## src/rtl/uart_rx_oversampler_if.sv

```systemverilog
// Receiver-side bundle: serial line in, received byte out through a
// one-entry valid/ready holding register, plus status pulses.
interface uart_rx_oversampler_if #(
    parameter int DATA_BITS = 8
);
    logic                 rxd;
    logic                 data_ready;
    logic [DATA_BITS-1:0] data;
    logic                 data_valid;
    logic                 framing_error;
    logic                 overrun;
    logic                 busy;

    // Receiver side.
    modport slave (
        input  rxd, data_ready,
        output data, data_valid, framing_error, overrun, busy
    );

    // Line driver / byte consumer side.
    modport master (
        output rxd, data_ready,
        input  data, data_valid, framing_error, overrun, busy
    );
endinterface

```

## src/rtl/uart_rx_oversampler.sv

```systemverilog
// UART receiver: 2-flop input synchronizer, clock-count baud timer that
// samples mid-bit, idle/start/data/stop/wait-idle FSM, and a one-entry
// holding register with framing-error and overrun pulses.
module uart_rx_oversampler #(
    parameter int CLKS_PER_BIT = 16,
    parameter int DATA_BITS    = 8
) (
    input  logic                  clk,
    input  logic                  rst,
    uart_rx_oversampler_if.slave  rx
);
    localparam int CNT_W = $clog2(CLKS_PER_BIT);
    localparam int BIT_W = $clog2(DATA_BITS);
    localparam int HALF  = CLKS_PER_BIT / 2;

    localparam logic [CNT_W-1:0] CNT_HALF = CNT_W'(HALF - 1);
    localparam logic [CNT_W-1:0] CNT_FULL = CNT_W'(CLKS_PER_BIT - 1);
    localparam logic [BIT_W-1:0] BIT_LAST = BIT_W'(DATA_BITS - 1);

    typedef enum logic [2:0] {
        S_IDLE,
        S_START,
        S_DATA,
        S_STOP,
        S_WAIT_IDLE
    } state_e;

    state_e               state_q, state_d;
    logic [1:0]           sync_q;
    logic [CNT_W-1:0]     cnt_q, cnt_d;
    logic [BIT_W-1:0]     bit_q, bit_d;
    logic [DATA_BITS-1:0] shift_q, shift_d;
    logic [DATA_BITS-1:0] data_q, data_d;
    logic                 valid_q, valid_d;
    logic                 fe_q, fe_d;
    logic                 ovr_q, ovr_d;
    logic                 rxd_s;
    logic                 stop_ok;
    logic                 accept;

    assign rxd_s  = sync_q[1];
    assign accept = valid_q & rx.data_ready;

    // Two-flop synchronizer; resets to the idle-high line level.
    always_ff @(posedge clk or negedge rst) begin
        if (!rst) begin
            sync_q <= 2'b11;
        end else begin
            // NOTE: non-blocking so every flop samples pre-edge values, making the chain a real two-stage delay.
            sync_q <= {sync_q[0], rx.rxd};
        end
    end

    // FSM state, baud counter, bit index and shift register.
    always_ff @(posedge clk or negedge rst) begin
        if (!rst) begin
            state_q <= S_IDLE;
            cnt_q   <= '0;
            bit_q   <= '0;
            shift_q <= '0;
        end else begin
            state_q <= state_d;
            cnt_q   <= cnt_d;
            bit_q   <= bit_d;
            shift_q <= shift_d;
        end
    end

    // Next-state logic: counter restarts on every state change, sampling at mid-bit.
    always_comb begin
        // NOTE: every output gets a default first so no path leaves a variable unassigned (no latches).
        state_d = state_q;
        cnt_d   = cnt_q;
        bit_d   = bit_q;
        shift_d = shift_q;
        stop_ok = 1'b0;
        fe_d    = 1'b0;
        unique case (state_q)
            S_IDLE: begin
                if (!rxd_s) begin
                    state_d = S_START;
                    cnt_d   = '0;
                end
            end
            S_START: begin
                if (cnt_q == CNT_HALF) begin
                    cnt_d   = '0;
                    bit_d   = '0;
                    // A start bit that is high again at mid-bit was a glitch.
                    state_d = rxd_s ? S_IDLE : S_DATA;
                end else begin
                    cnt_d = cnt_q + CNT_W'(1);
                end
            end
            S_DATA: begin
                if (cnt_q == CNT_FULL) begin
                    cnt_d          = '0;
                    shift_d[bit_q] = rxd_s;
                    if (bit_q == BIT_LAST) begin
                        bit_d   = '0;
                        state_d = S_STOP;
                    end else begin
                        bit_d = bit_q + BIT_W'(1);
                    end
                end else begin
                    cnt_d = cnt_q + CNT_W'(1);
                end
            end
            S_STOP: begin
                if (cnt_q == CNT_FULL) begin
                    cnt_d = '0;
                    if (rxd_s) begin
                        stop_ok = 1'b1;
                        state_d = S_IDLE;
                    end else begin
                        fe_d    = 1'b1;
                        state_d = S_WAIT_IDLE;
                    end
                end else begin
                    cnt_d = cnt_q + CNT_W'(1);
                end
            end
            S_WAIT_IDLE: begin
                // A held-low line (break) must not decode as a stream of zero bytes.
                if (rxd_s) begin
                    state_d = S_IDLE;
                    cnt_d   = '0;
                end
            end
            default: begin
                state_d = S_IDLE;
                cnt_d   = '0;
            end
        endcase
    end

    // Holding register: accept/reload in one cycle is not an overrun.
    always_comb begin
        data_d  = data_q;
        valid_d = valid_q;
        ovr_d   = 1'b0;
        if (accept) begin
            valid_d = 1'b0;
        end
        if (stop_ok) begin
            if (!valid_q || accept) begin
                data_d  = shift_q;
                valid_d = 1'b1;
            end else begin
                ovr_d = 1'b1;
            end
        end
    end

    // Output registers: holding register and single-cycle status pulses.
    always_ff @(posedge clk or negedge rst) begin
        if (!rst) begin
            data_q  <= '0;
            valid_q <= 1'b0;
            fe_q    <= 1'b0;
            ovr_q   <= 1'b0;
        end else begin
            data_q  <= data_d;
            valid_q <= valid_d;
            fe_q    <= fe_d;
            ovr_q   <= ovr_d;
        end
    end

    assign rx.data          = data_q;
    assign rx.data_valid    = valid_q;
    assign rx.framing_error = fe_q;
    assign rx.overrun       = ovr_q;
    assign rx.busy          = (state_q != S_IDLE);
endmodule

```

## src/flat_wrapper.sv

```systemverilog
// flat-port wrapper written by rule: the top's interface ports become plain ports
module uart_rx_oversampler_flat 
#(
    parameter int CLKS_PER_BIT = 16,
    parameter int DATA_BITS    = 8
)
  (clk, rst, rx_rxd, rx_data_ready, rx_data, rx_data_valid, rx_framing_error, rx_overrun, rx_busy);
  uart_rx_oversampler_if #(.DATA_BITS(DATA_BITS)) rx_i ();
  input  logic clk;
  input  logic rst;
  input wire logic [$bits(rx_i.rxd)-1:0] rx_rxd;
  input wire logic [$bits(rx_i.data_ready)-1:0] rx_data_ready;
  output wire logic [$bits(rx_i.data)-1:0] rx_data;
  output wire logic [$bits(rx_i.data_valid)-1:0] rx_data_valid;
  output wire logic [$bits(rx_i.framing_error)-1:0] rx_framing_error;
  output wire logic [$bits(rx_i.overrun)-1:0] rx_overrun;
  output wire logic [$bits(rx_i.busy)-1:0] rx_busy;
  assign rx_i.rxd = rx_rxd;
  assign rx_i.data_ready = rx_data_ready;
  assign rx_data = rx_i.data;
  assign rx_data_valid = rx_i.data_valid;
  assign rx_framing_error = rx_i.framing_error;
  assign rx_overrun = rx_i.overrun;
  assign rx_busy = rx_i.busy;
  uart_rx_oversampler #(.CLKS_PER_BIT(CLKS_PER_BIT), .DATA_BITS(DATA_BITS)) u_core (.clk(clk), .rst(rst), .rx(rx_i));
endmodule
```

## config.mk

```make
export PLATFORM = sky130hd
export DESIGN_NAME = uart_rx_oversampler_flat
export DESIGN_NICKNAME = d
export VERILOG_FILES = /design/src/rtl/uart_rx_oversampler_if.sv /design/src/rtl/uart_rx_oversampler.sv /design/src/flat_wrapper.sv
export SDC_FILE = /design/constraint.sdc
export NUM_CORES = 1
export LEC_CHECK = 0
export CORE_MARGIN = 4
export CORE_UTILIZATION = 58
export CTS_CLUSTER_DIAMETER = 100
export DETAILED_ROUTE_END_ITERATION = 10
export GPL_ROUTABILITY_DRIVEN = 0
export PLACE_DENSITY = 0.93
export RECOVER_POWER = 25
export REMOVE_ABC_BUFFERS = 1
export SYNTH_ARGS = -nofsm -noshare
export SYNTH_HDL_FRONTEND = slang
export SYNTH_SLANG_ARGS = --single-unit
```

## constraint.sdc

```tcl
create_clock -name clk -period 5.7 [get_ports clk]
set_clock_uncertainty 0.1 [all_clocks]
set_input_delay 1.425 -clock clk [delete_from_list [all_inputs] [get_ports clk]]
set_output_delay 1.425 -clock clk [all_outputs]
set_load 0.01 [all_outputs]
```

==> summary.txt <==
Global routing
  – First-pass GRT wire length: 4330 um
  – Vias in the first global route: 1003
  – Total grt overflow: 0
  – All-layer global routing usage: between 15 and 20%
  – Initial antenna violation count: 0
  – Largest net degree at the start of global routing: 32

Layout
  – Post-Layout Cell Count: 162
  – Sequential standard cell area: 778 um2
  – Layout area overhead: 14.7%
  – Multi-input logic area: 581 um2
  – Antenna diodes: 0
  – Post-layout util: a little under three quarters
  – Layout cells sized above 1: 14.9%
  – Number of fillers in the final layout: 181
  – Layout net count: between 100 and 150

Drt
  – Residual DRC: 0
  – Antenna-violating nets left: 0
  – Post-DR wirelength/cell: roughly 15 um
  – Routed via count: 957
  – Via density: just under 6
  – Post-Route WL: 2430 um
  – Number of DRC markers in iteration 0: 12
  – Router iterations before antenna repair: 4

STA
  – Hold_ws: approximately 0.26 ns
  – Tcrit/Tclk final: 56.9%
  – Setup TNS: 0 ns
  – RSZ-0062 raised after global routing: no
  – Slew @ Worst Pin: 1.58 ns
  – Period minus WS final: 3.24 ns
  – Final hold vios: 0
  – Max_slew headroom: -5.22%
  – Max Clk Rate: ~310 MHz
  – # setup viols final: 0
  – Slew Limit Fails: 32

Clocking
  – Clock root buffer: clkbuf_4
  – CTS tree: yes
  – Clock Latency Late Sink: between 0.3 and 0.4 ns
  – TritonCTS Sinks: 31
  – Resized cells post-CTS: 0
  – H-tree depth: 2
  – # Post-CTS Setup Buffers: 0
  – Buffer depth of the longest clock path: 2
  – Clk pin slew, worst setup/hold paths: 0.09 ns
  – Total CTS buffers: 5
  – Cts hold-fix bufs: 0

Outcome
  – Status: finished, violations left
  – Failing checks: max-capacitance violations, max-slew violations

Critical path
  – Critical path fanouts, max: 13
  – Crit-path max cell delay: between 0.5 and 0.6 ns
  – Reg2Reg Depth: 5
  – Worst R2R Start: u_core.cnt_q[0]
  – Critical-path top delay cell: dfrtp_1
  – Req. time, crit path: around 4.2 ns
  – Crit-path cells: or3_1 -> clkdlybuf4s50_1
  – Startpoint Class: register
  – Worst flop-to-flop path endpoint: u_core.rx.data[5]
  – Worst Setup End Kind: output port
  – Reg-to-reg slack, setup: about 3.2 ns
  – Crit path DAT: 1.72 ns
  – Critical path type: register to output port

Floorplan
  – Die Wd: 57.1 um
  – Initial Utilization: roughly 62%
  – Core region area: 0.00225 mm2
  – Die Y-Extent: ~57 um
  – Std cell rows: 17
  – I/O pin count: 16
  – Die ar.: ~0.0033 mm2

Logic synthesis
  – EDFF count, synth: 0
  – Post-Syn Area: 0.00140 mm2
  – Synth async-reset ratio: 100%
  – Synth Area per Inst: about 12 um2
  – Synthesized instance count: 115
  – Ys Warns: 0
  – Seq/Total Area, Yosys: a little under three fifths
  – Main flop type after synthesis: dfrtp_1
  – Cell variety after synth: 35
  – Seq cells post-synth: 31

Min path
  – Hold path cells: 0
  – HP Start: u_core.sync_q[0]
  – Hold Path Class: register to register
  – Worst Hold End: u_core.sync_q[1]

Place
  – Placed Cells: 154
  – Buffers on Ports: 15
  – DP Wirelength: 1720 um

Power and ir drop
  – Leakage power: about 0.00075 uW
  – Max VDD drop: 0.261 mV
  – Pwr Total: 504 uW
  – Pwr dens: about 310 mW/mm2

Flow run
  – Max-cap viol count: 1
==> cell type report <==
| cell class | instances | share of cell area [%] |
|---|---|---|
| repair buffers | 16 | 9.59 |
| clock buffers | 7 | 2.81 |
| clock inverters | 1 | 0.312 |
| flip-flops and latches | 31 | 48.5 |
| well taps | 28 | 2.18 |
| inverters | 2 | 0.468 |
| multi-input cells | 77 | 36.2 |
==> critical path: cells and delay by family, from the launching register on <==
kind / cells / cell delay [ns]
buffers and inverters: 1 / 0.48
DFF: 1 / 0.52
and+or+nand+nor: 1 / 0.39
==> synth_stat cells, types with 2 or more instances <==
| master | number | area share [%] |
|---|---|---|
| a21oi_1 | 2 | 0.71 |
| o31ai_1 | 2 | 1.1 |
| nand2_1 | 9 | 2.4 |
| mux2_2 | 10 | 8.0 |
| a22o_1 | 2 | 1.3 |
| nor2_1 | 7 | 1.9 |
| clkbuf_1 | 3 | 0.80 |
| nand4b_1 | 3 | 1.9 |
| o21ai_0 | 3 | 1.1 |
| nand3b_1 | 3 | 1.6 |
| ha_1 | 3 | 2.7 |
| inv_1 | 2 | 0.54 |
| dfstp_2 | 2 | 3.8 |
| nand3_1 | 4 | 1.4 |
| dfrtp_1 | 29 | 52 |
| mux2_1 | 8 | 6.4 |
| nand2b_1 | 5 | 2.2 |
==> routing by layer <==
metal	share of wire, %	track usage [%]
met4	2.7	9.60
met5	0	0
met3	5.3	7.24
met1	43	20.1
met2	49	28.4
==> how the worst max path moves through the flow <==
stage | start | end | slack (ns) | cells past startpoint
floorplan | rx_data_ready | u_core.rx.data[0] | 3.13 | 3
global placement | rx_data_ready | u_core.rx.data[5] | 2.51 | 4
detailed placement | rx_data_ready | u_core.rx.data[5] | 2.43 | 4
CTS | u_core.state_q[0] | rx_busy | 2.43 | 2
global route | rst | u_core.rx.data[7] | 2.32 | 2
finish | u_core.state_q[0] | rx_busy | 2.46 | 2
==> logic make-up after synthesis <==
logic type      share of synthesized area (%)
compound gates                           5.90
xor+xnor                                 1.25
fa+ha+maj                                2.68
buf+inv                                  2.23
flops                                    55.6
mux                                      14.5
simple gates                             17.9
==> power by group <==
group	internal, uW	switching (uW)	leakage [uW]
Sequential	243	38.3	0.000418
Clock	48.0	70.5	0.0000293
Combinational	49.9	54.5	0.000302
==> through the flow <==
step / instance area [um2] / worst slack [ns]
after global routing: 1610 / 2.32
final: 1610 / 2.46
after global placement: 1570 / 2.51
after floorplan: 1380 / 3.13
after CTS: 1620 / 2.43
after detailed placement: 1570 / 2.43
==> cells in the final DEF, fill, tap and decap left out, drive strengths merged, types with 2 or more instances in the layout <==
cell type / Yosys / routed
dlygate4sd3: 0 / 2
a22o: 2 / 2
o31ai: 2 / 2
nand3b: 3 / 3
o21ai: 3 / 3
mux2: 18 / 18
inv: 2 / 2
nor2: 7 / 7
clkdlybuf4s50: 0 / 13
clkbuf: 3 / 8
ha: 3 / 3
nand3: 5 / 5
nand2b: 5 / 5
nor4: 2 / 2
nand4b: 3 / 3
a21oi: 2 / 2
dfstp: 2 / 2
nand2: 9 / 9
or3: 2 / 2
dfrtp: 29 / 29
==> state kept, by name, indices dropped and copies added (netlist names) <==
name,count
u_core.state_q,3
u_core.sync_q,2
u_core.rx.data_valid,1
u_core.rx.data,8
u_core.cnt_q,4
u_core.bit_q,3
u_core.rx.framing_error,1
u_core.shift_q,8
u_core.rx.overrun,1
Power figures use the tool's default switching activity.
